$ cat src/rtl/cmsdk_flash_pkg.sv
// rtl/cmsdk_flash_pkg.sv - shared types and constants for the AHB flash read controller
package cmsdk_flash_pkg;

  typedef enum logic [1:0] {
    ST_IDLE = 2'b00,
    ST_WAIT = 2'b01,
    ST_ERR1 = 2'b10,
    ST_ERR2 = 2'b11
  } state_t;

  localparam logic [1:0] HTRANS_IDLE = 2'b00;
  localparam logic [1:0] HTRANS_BUSY = 2'b01;
  localparam logic [1:0] HTRANS_NSEQ = 2'b10;
  localparam logic [1:0] HTRANS_SEQ  = 2'b11;

  localparam logic HRESP_OKAY  = 1'b0;
  localparam logic HRESP_ERROR = 1'b1;

  // Width of a counter that must hold 0..ws, never narrower than one bit
  function automatic int cnt_width(input int ws);
    return (ws < 1) ? 1 : $clog2(ws + 1);
  endfunction

endpackage

$ cat src/rtl/cmsdk_flash_line_buf.sv
// rtl/cmsdk_flash_line_buf.sv - one-word read line buffer with hit compare and load port
module cmsdk_flash_line_buf #(
  parameter int AW = 16
) (
  input  logic          clk,
  input  logic          rst,
  input  logic [AW-3:0] lookup_addr,
  output logic          hit,
  input  logic          load,
  input  logic [AW-3:0] load_addr,
  input  logic [31:0]   load_data,
  output logic [31:0]   buf_data
);

  logic          buf_valid;
  logic [AW-3:0] buf_addr;

  // Capture the word fetched from flash on the completing cycle of a miss
  always_ff @(posedge clk) begin
    if (rst) begin
      buf_valid <= 1'b0;
      buf_addr  <= '0;
      buf_data  <= '0;
    end else if (load) begin
      buf_valid <= 1'b1;
      buf_addr  <= load_addr;
      buf_data  <= load_data;
    end
  end

  // Compare against the post-load contents so a lookup during a load sees the new word
  always_comb begin
    hit = 1'b0;
    if (load) hit = (lookup_addr == load_addr);
    else      hit = buf_valid && (lookup_addr == buf_addr);
  end

endmodule

$ cat src/rtl/cmsdk_ahb_flash_rd_ctrl.sv
// rtl/cmsdk_ahb_flash_rd_ctrl.sv - AHB-Lite read-only slave in front of a wait-stated 32-bit flash
module cmsdk_ahb_flash_rd_ctrl
  import cmsdk_flash_pkg::*;
#(
  parameter int AW = 16,
  parameter int WS = 0
) (
  input  logic          clk,
  input  logic          rst,
  input  logic          hsel,
  input  logic [AW-1:0] haddr,
  input  logic [1:0]    htrans,
  input  logic [2:0]    hsize,
  input  logic          hwrite,
  input  logic          hready,
  output logic          hreadyout,
  output logic          hresp,
  output logic [31:0]   hrdata,
  output logic [AW-3:0] flash_addr,
  input  logic [31:0]   flash_rdata
);

  localparam int            CW     = cnt_width(WS);
  localparam logic [CW-1:0] WS_CNT = CW'(WS);
  localparam logic [CW-1:0] ONE    = CW'(1);

  state_t        state;
  logic [CW-1:0] wait_cnt;
  logic [AW-3:0] word;
  logic          valid;
  logic          complete;
  logic          accept;
  logic          hit;
  logic [31:0]   buf_data;
  logic          unused_bits;

  assign word        = haddr[AW-1:2];
  assign valid       = hsel & hready & htrans[1];
  assign complete    = (state == ST_WAIT) && (wait_cnt == WS_CNT);
  // A new address phase is only taken where the current data phase ends
  assign accept      = (state == ST_IDLE) || (state == ST_ERR2) || complete;
  assign unused_bits = ^{hsize, htrans[0], haddr[1:0]};

  // Flash data goes straight to the bus on the completing cycle, else the buffered word
  assign hrdata = complete ? flash_rdata : buf_data;

  cmsdk_flash_line_buf #(.AW(AW)) u_line_buf (
    .clk        (clk),
    .rst        (rst),
    .lookup_addr(word),
    .hit        (hit),
    .load       (complete),
    .load_addr  (flash_addr),
    .load_data  (flash_rdata),
    .buf_data   (buf_data)
  );

  // Transfer FSM with registered bus responses and flash address
  always_ff @(posedge clk) begin
    if (rst) begin
      state      <= ST_IDLE;
      wait_cnt   <= '0;
      flash_addr <= '0;
      hreadyout  <= 1'b1;
      hresp      <= HRESP_OKAY;
    end else if (accept) begin
      wait_cnt <= '0;
      if (!valid) begin
        state     <= ST_IDLE;
        hreadyout <= 1'b1;
        hresp     <= HRESP_OKAY;
      end else if (hwrite) begin
        state     <= ST_ERR1;
        hreadyout <= 1'b0;
        hresp     <= HRESP_ERROR;
      end else if (hit) begin
        state     <= ST_IDLE;
        hreadyout <= 1'b1;
        hresp     <= HRESP_OKAY;
      end else begin
        state      <= ST_WAIT;
        flash_addr <= word;
        hreadyout  <= (WS_CNT == '0);
        hresp      <= HRESP_OKAY;
      end
    end else if (state == ST_WAIT) begin
      if (wait_cnt != WS_CNT) wait_cnt <= wait_cnt + ONE;
      hreadyout <= ((wait_cnt + ONE) == WS_CNT);
    end else if (state == ST_ERR1) begin
      state     <= ST_ERR2;
      hreadyout <= 1'b1;
      hresp     <= HRESP_ERROR;
    end
  end

endmodule

$ cat config.mk
export PLATFORM = sky130hd
export DESIGN_NAME = cmsdk_ahb_flash_rd_ctrl
export DESIGN_NICKNAME = d
export VERILOG_FILES = /design/src/rtl/cmsdk_flash_pkg.sv /design/src/rtl/cmsdk_flash_line_buf.sv /design/src/rtl/cmsdk_ahb_flash_rd_ctrl.sv
export SDC_FILE = /design/constraint.sdc
export NUM_CORES = 1
export LEC_CHECK = 0
export CAP_MARGIN = 20
export CELL_PAD_IN_SITES_DETAIL_PLACEMENT = 1
export CELL_PAD_IN_SITES_GLOBAL_PLACEMENT = 2
export CORE_MARGIN = 5
export CORE_UTILIZATION = 30
export CTS_CLUSTER_DIAMETER = 100
export DETAILED_ROUTE_END_ITERATION = 16
export GPL_ROUTABILITY_DRIVEN = 0
export PLACE_DENSITY_LB_ADDON = 0.05
export SYNTH_ARGS = -nofsm -noshare
export SYNTH_HDL_FRONTEND = slang
export SYNTH_HIERARCHICAL = 1
export SYNTH_SLANG_ARGS = --single-unit
$ cat constraint.sdc
create_clock -name clk -period 5 [get_ports clk]
set_input_delay 1 -clock clk [delete_from_list [all_inputs] [get_ports clk]]
set_output_delay 1 -clock clk [all_outputs]
set_load 0.1 [all_outputs]
==> run_results.csv <==
group,metric,value,unit
setup_path,rr_worst_depth,8,
floorplanning,core,0.0102,mm²
layout,seqCellArea,0.00128,mm²
synthesis,synthesis.nets,358,
drt,first_pass_iters,4,
clock_tree,clockBufferDepth,2,
layout,syn_to_final_growth,39.5,%
setup_path,timing.reg2reg.setup_slack,2.41,ns
synthesis,synth-compound-area-share,0.523,%
synthesis,synthMuxAreaShare,30.9,%
synthesis,syn_inst,300,
drt,wl_per_cell,14.6,µm
clock_tree,clk_latency,0.33,ns
drt,drt_wl_total,7810,µm
status,status,"completed",
clock_tree,ctsHoldBuffers,0,
drt,route.vias.total,2459,
floorplanning,die_h,112,µm
floorplanning,die_w,112,µm
timing,skew,0.00535,ns
synthesis,synth_xor_area_share,7.88,%
clock_tree,tritoncts,"yes",
setup_path,endpoint_kind,"primary output",
grt,grt_max_degree,60,
synthesis,synth.distinct_cells,24,
synthesis,seq_area_frac_synth,41.2,%
run,max_cap_violations,0,
setup_path,arrival,2.77,ns
synthesis,ys_seq_elements,64,
pwr,power.share.clock,33.3,%
pwr,swShare,30.2,%
floorplanning,rows,37,
clock_tree,h-tree-depth,3,
pwr,p_comb_share,21.9,%
clock_tree,post_cts_resize_count,0,
timing,max_slew_margin,33.0,%
clock_tree,cts_setup_buffers,0,
drt,ant_nets,0,
setup_path,crit_fanout,2,
grt,use_met1,16.1,%
worst_hold_path,min-delay-path-class,"reg2reg",
pwr,p_int,0.820,mW
grt,grt_pass1_vias,2677,
worst_hold_path,holdPathEnd,"u_line_buf/buf_valid",
worst_hold_path,worstHoldStart,"u_line_buf/buf_valid",
layout,drive_gt1_share,16.5,%
drt,viasPerCell,4.60,
layout,multi_input_area,0.00173,mm²
clock_tree,cts.sinks,64,
floorplanning,start_util,30.4,%
pwr,peakVddDrop,0.000112,V
timing,setup-violations-final,0,
synthesis,synth_fa_ha_area_share,0,%
timing,final-hold-violation-count,0,
pwr,total_power,1.18,mW
grt,grt.met3_usage,3.91,%
timing,period_share,75.4,%
drt,drtIter0Drc,71,
worst_hold_path,whs_path_depth,2,
floorplanning,ioPinCount,106,
setup_path,regToRegStartpoint,"state[0]",
setup_path,crit_slowest_cell,"clkdlybuf4s50_1",
setup_path,cp_data_required_time,4.00,ns
timing,worstMarginPinSlew,1.00,ns
grt,grt-ovfl-total,0,
timing,fin_crit,3.77,ns
synthesis,yosys_warnings,6,
timing,max_clock_freq,265,MHz
synthesis,synth_top_family_by_area,"multiplexers",
clock_tree,clk_pin_slew,0.06,ns
grt,grt_most_used_layer,"met2",
pwr,p_per_area,271,mW/mm²
place,hpwl,5590,µm
clock_tree,cts-root-buf,"clkbuf_8",
setup_path,crit_chain,"clkdlybuf4s50_1 -> mux2_2 -> clkdlybuf4s50_1",
setup_path,crit_type,"in2out",
synthesis,syn_area_per_cell,10.4,µm²
grt,grt_pass1_wl,13200,µm
grt,antenna_found_initial,0,
setup_path,start_kind,"input port",
grt,grt_use_total,13.1,%
synthesis,synthesis.area,0.00311,mm²
pwr,leakage,1.59,nW
floorplanning,dieArea,0.0125,mm²
pwr,p_seq_share,44.8,%
timing,slew_viol_final,0,
place,io_buffers,99,
layout,antenna_cells,0,
clock_tree,numCtsBuffers,9,
timing,fin_tns_setup,0,ns
layout,nets,453,
layout,final-instance-count-excl-fill,535,
synthesis,synthSimpleGateAreaFrac,16.0,%
timing,rsz0062_at_grt,"false",
layout,nFillCells,1142,
setup_path,cpMostUsedCell,"clkdlybuf4s50_1",
drt,drc,0,
grt,use_met2,21.3,%
setup_path,slowest_delay,1.12,ns
layout,fin_util,42.4,%
setup_path,r2r-end,"flash_addr[1]",
pwr,p_switching,0.356,mW
place,dp_cells,520,
## worst max-delay path by stage
stage                                from    endpoint  cells after the start
after floorplan                     hresp   hrdata[0]                      4
after global placement    flash_rdata[17]  hrdata[17]                      3
after detailed placement  flash_rdata[24]  hrdata[24]                      3
after CTS                 flash_rdata[24]  hrdata[24]                      3
after global routing      flash_rdata[24]  hrdata[24]                      3
final                     flash_rdata[29]  hrdata[29]                      3
## worst max-delay path, delay by kind of cell
family,cells,cell delay [ns]
buffers and inverters,2,1.61
multiplexers,1,0.15
## through the flow
stage	worst slack, ns	hold slack, ns	instance area (µm²)
global placement	1.23	0.440	4180
global route	1.19	0.499	4340
detailed placement	1.23	0.458	4180
finish	1.23	0.466	4340
floorplan	2.02	0.427	3110
CTS	1.22	0.475	4340
## synth_stat cells
cell | n | area share [%]
dfxtp_1 | 64 | 41
mux2i_1 | 60 | 19
nor2_1 | 49 | 5.9
mux2_2 | 32 | 12
nand2b_1 | 29 | 5.8
xor2_1 | 19 | 5.3
xnor2_1 | 9 | 2.5
buf_2 | 6 | 0.96
nand4_1 | 5 | 1.0
clkbuf_1 | 4 | 0.48
buf_1 | 3 | 0.36
buf_4 | 3 | 0.72
buf_6 | 3 | 1.1
nor4_1 | 3 | 0.60
a21oi_1 | 2 | 0.32
and2b_4 | 1 | 0.32
nand3_2 | 1 | 0.32
nor2b_1 | 1 | 0.20
nor3b_1 | 1 | 0.24
nor4_2 | 1 | 0.40
nor4_4 | 1 | 0.68
o22ai_1 | 1 | 0.20
or3_1 | 1 | 0.20
or3_2 | 1 | 0.24
## flip-flops by register name (all words and copies together) (netlist names)
name,flops
flash_addr,14
state,1
u_line_buf/buf_addr,14
u_line_buf/buf_data,32
u_line_buf/buf_valid,1
hreadyout,1
hresp,1
## per-layer routing
metal  wire [µm]  part of all wire [%]  up-vias
met3         427                   5.5       11
met2        3640                    47       65
li1            -                     -     1202
met1        3600                    46     1181
met4         148                   1.9        0
met5           0                     0        -
## kinds of logic after synthesis
group | Yosys count
buffers and inverters | 19
XOR/XNOR | 28
multiplexers | 92
flip-flops | 64
AO/OA/AOI/OAI | 3
AND/OR/NAND/NOR | 94
## layout make-up
| type | instances | share of cell area [%] |
|---|---|---|
| multi-input combinational | 217 | 39.8 |
| timing repair buffer | 103 | 23.0 |
| tap | 136 | 3.92 |
| clock buffer | 15 | 3.83 |
| sequential | 64 | 29.5 |
## placed cells by master, fill, tap and decap left out, drive strengths merged, types with 2 or more instances in the layout
master,synthesis,layout
nand2b,29,29
clkbuf,4,15
nor2,49,49
mux2,32,32
nor4,5,5
clkdlybuf4s50,0,86
mux2i,60,60
dfxtp,64,64
buf,15,17
or3,2,2
xor2,19,19
xnor2,9,9
nand4,5,5
a21oi,2,2
## power by group through the flow
stage	clock, mW	sequential, mW	combinational (mW)
2_1_floorplan	0	0.557	0.153
5_1_grt	0.436	0.528	0.271
6_report	0.392	0.527	0.257
4_1_cts	0.415	0.527	0.260
3_5_place_dp	0	0.539	0.259
3_3_place_gp	0	0.538	0.258
No activity file was read; power rests on OpenSTA's default activity.
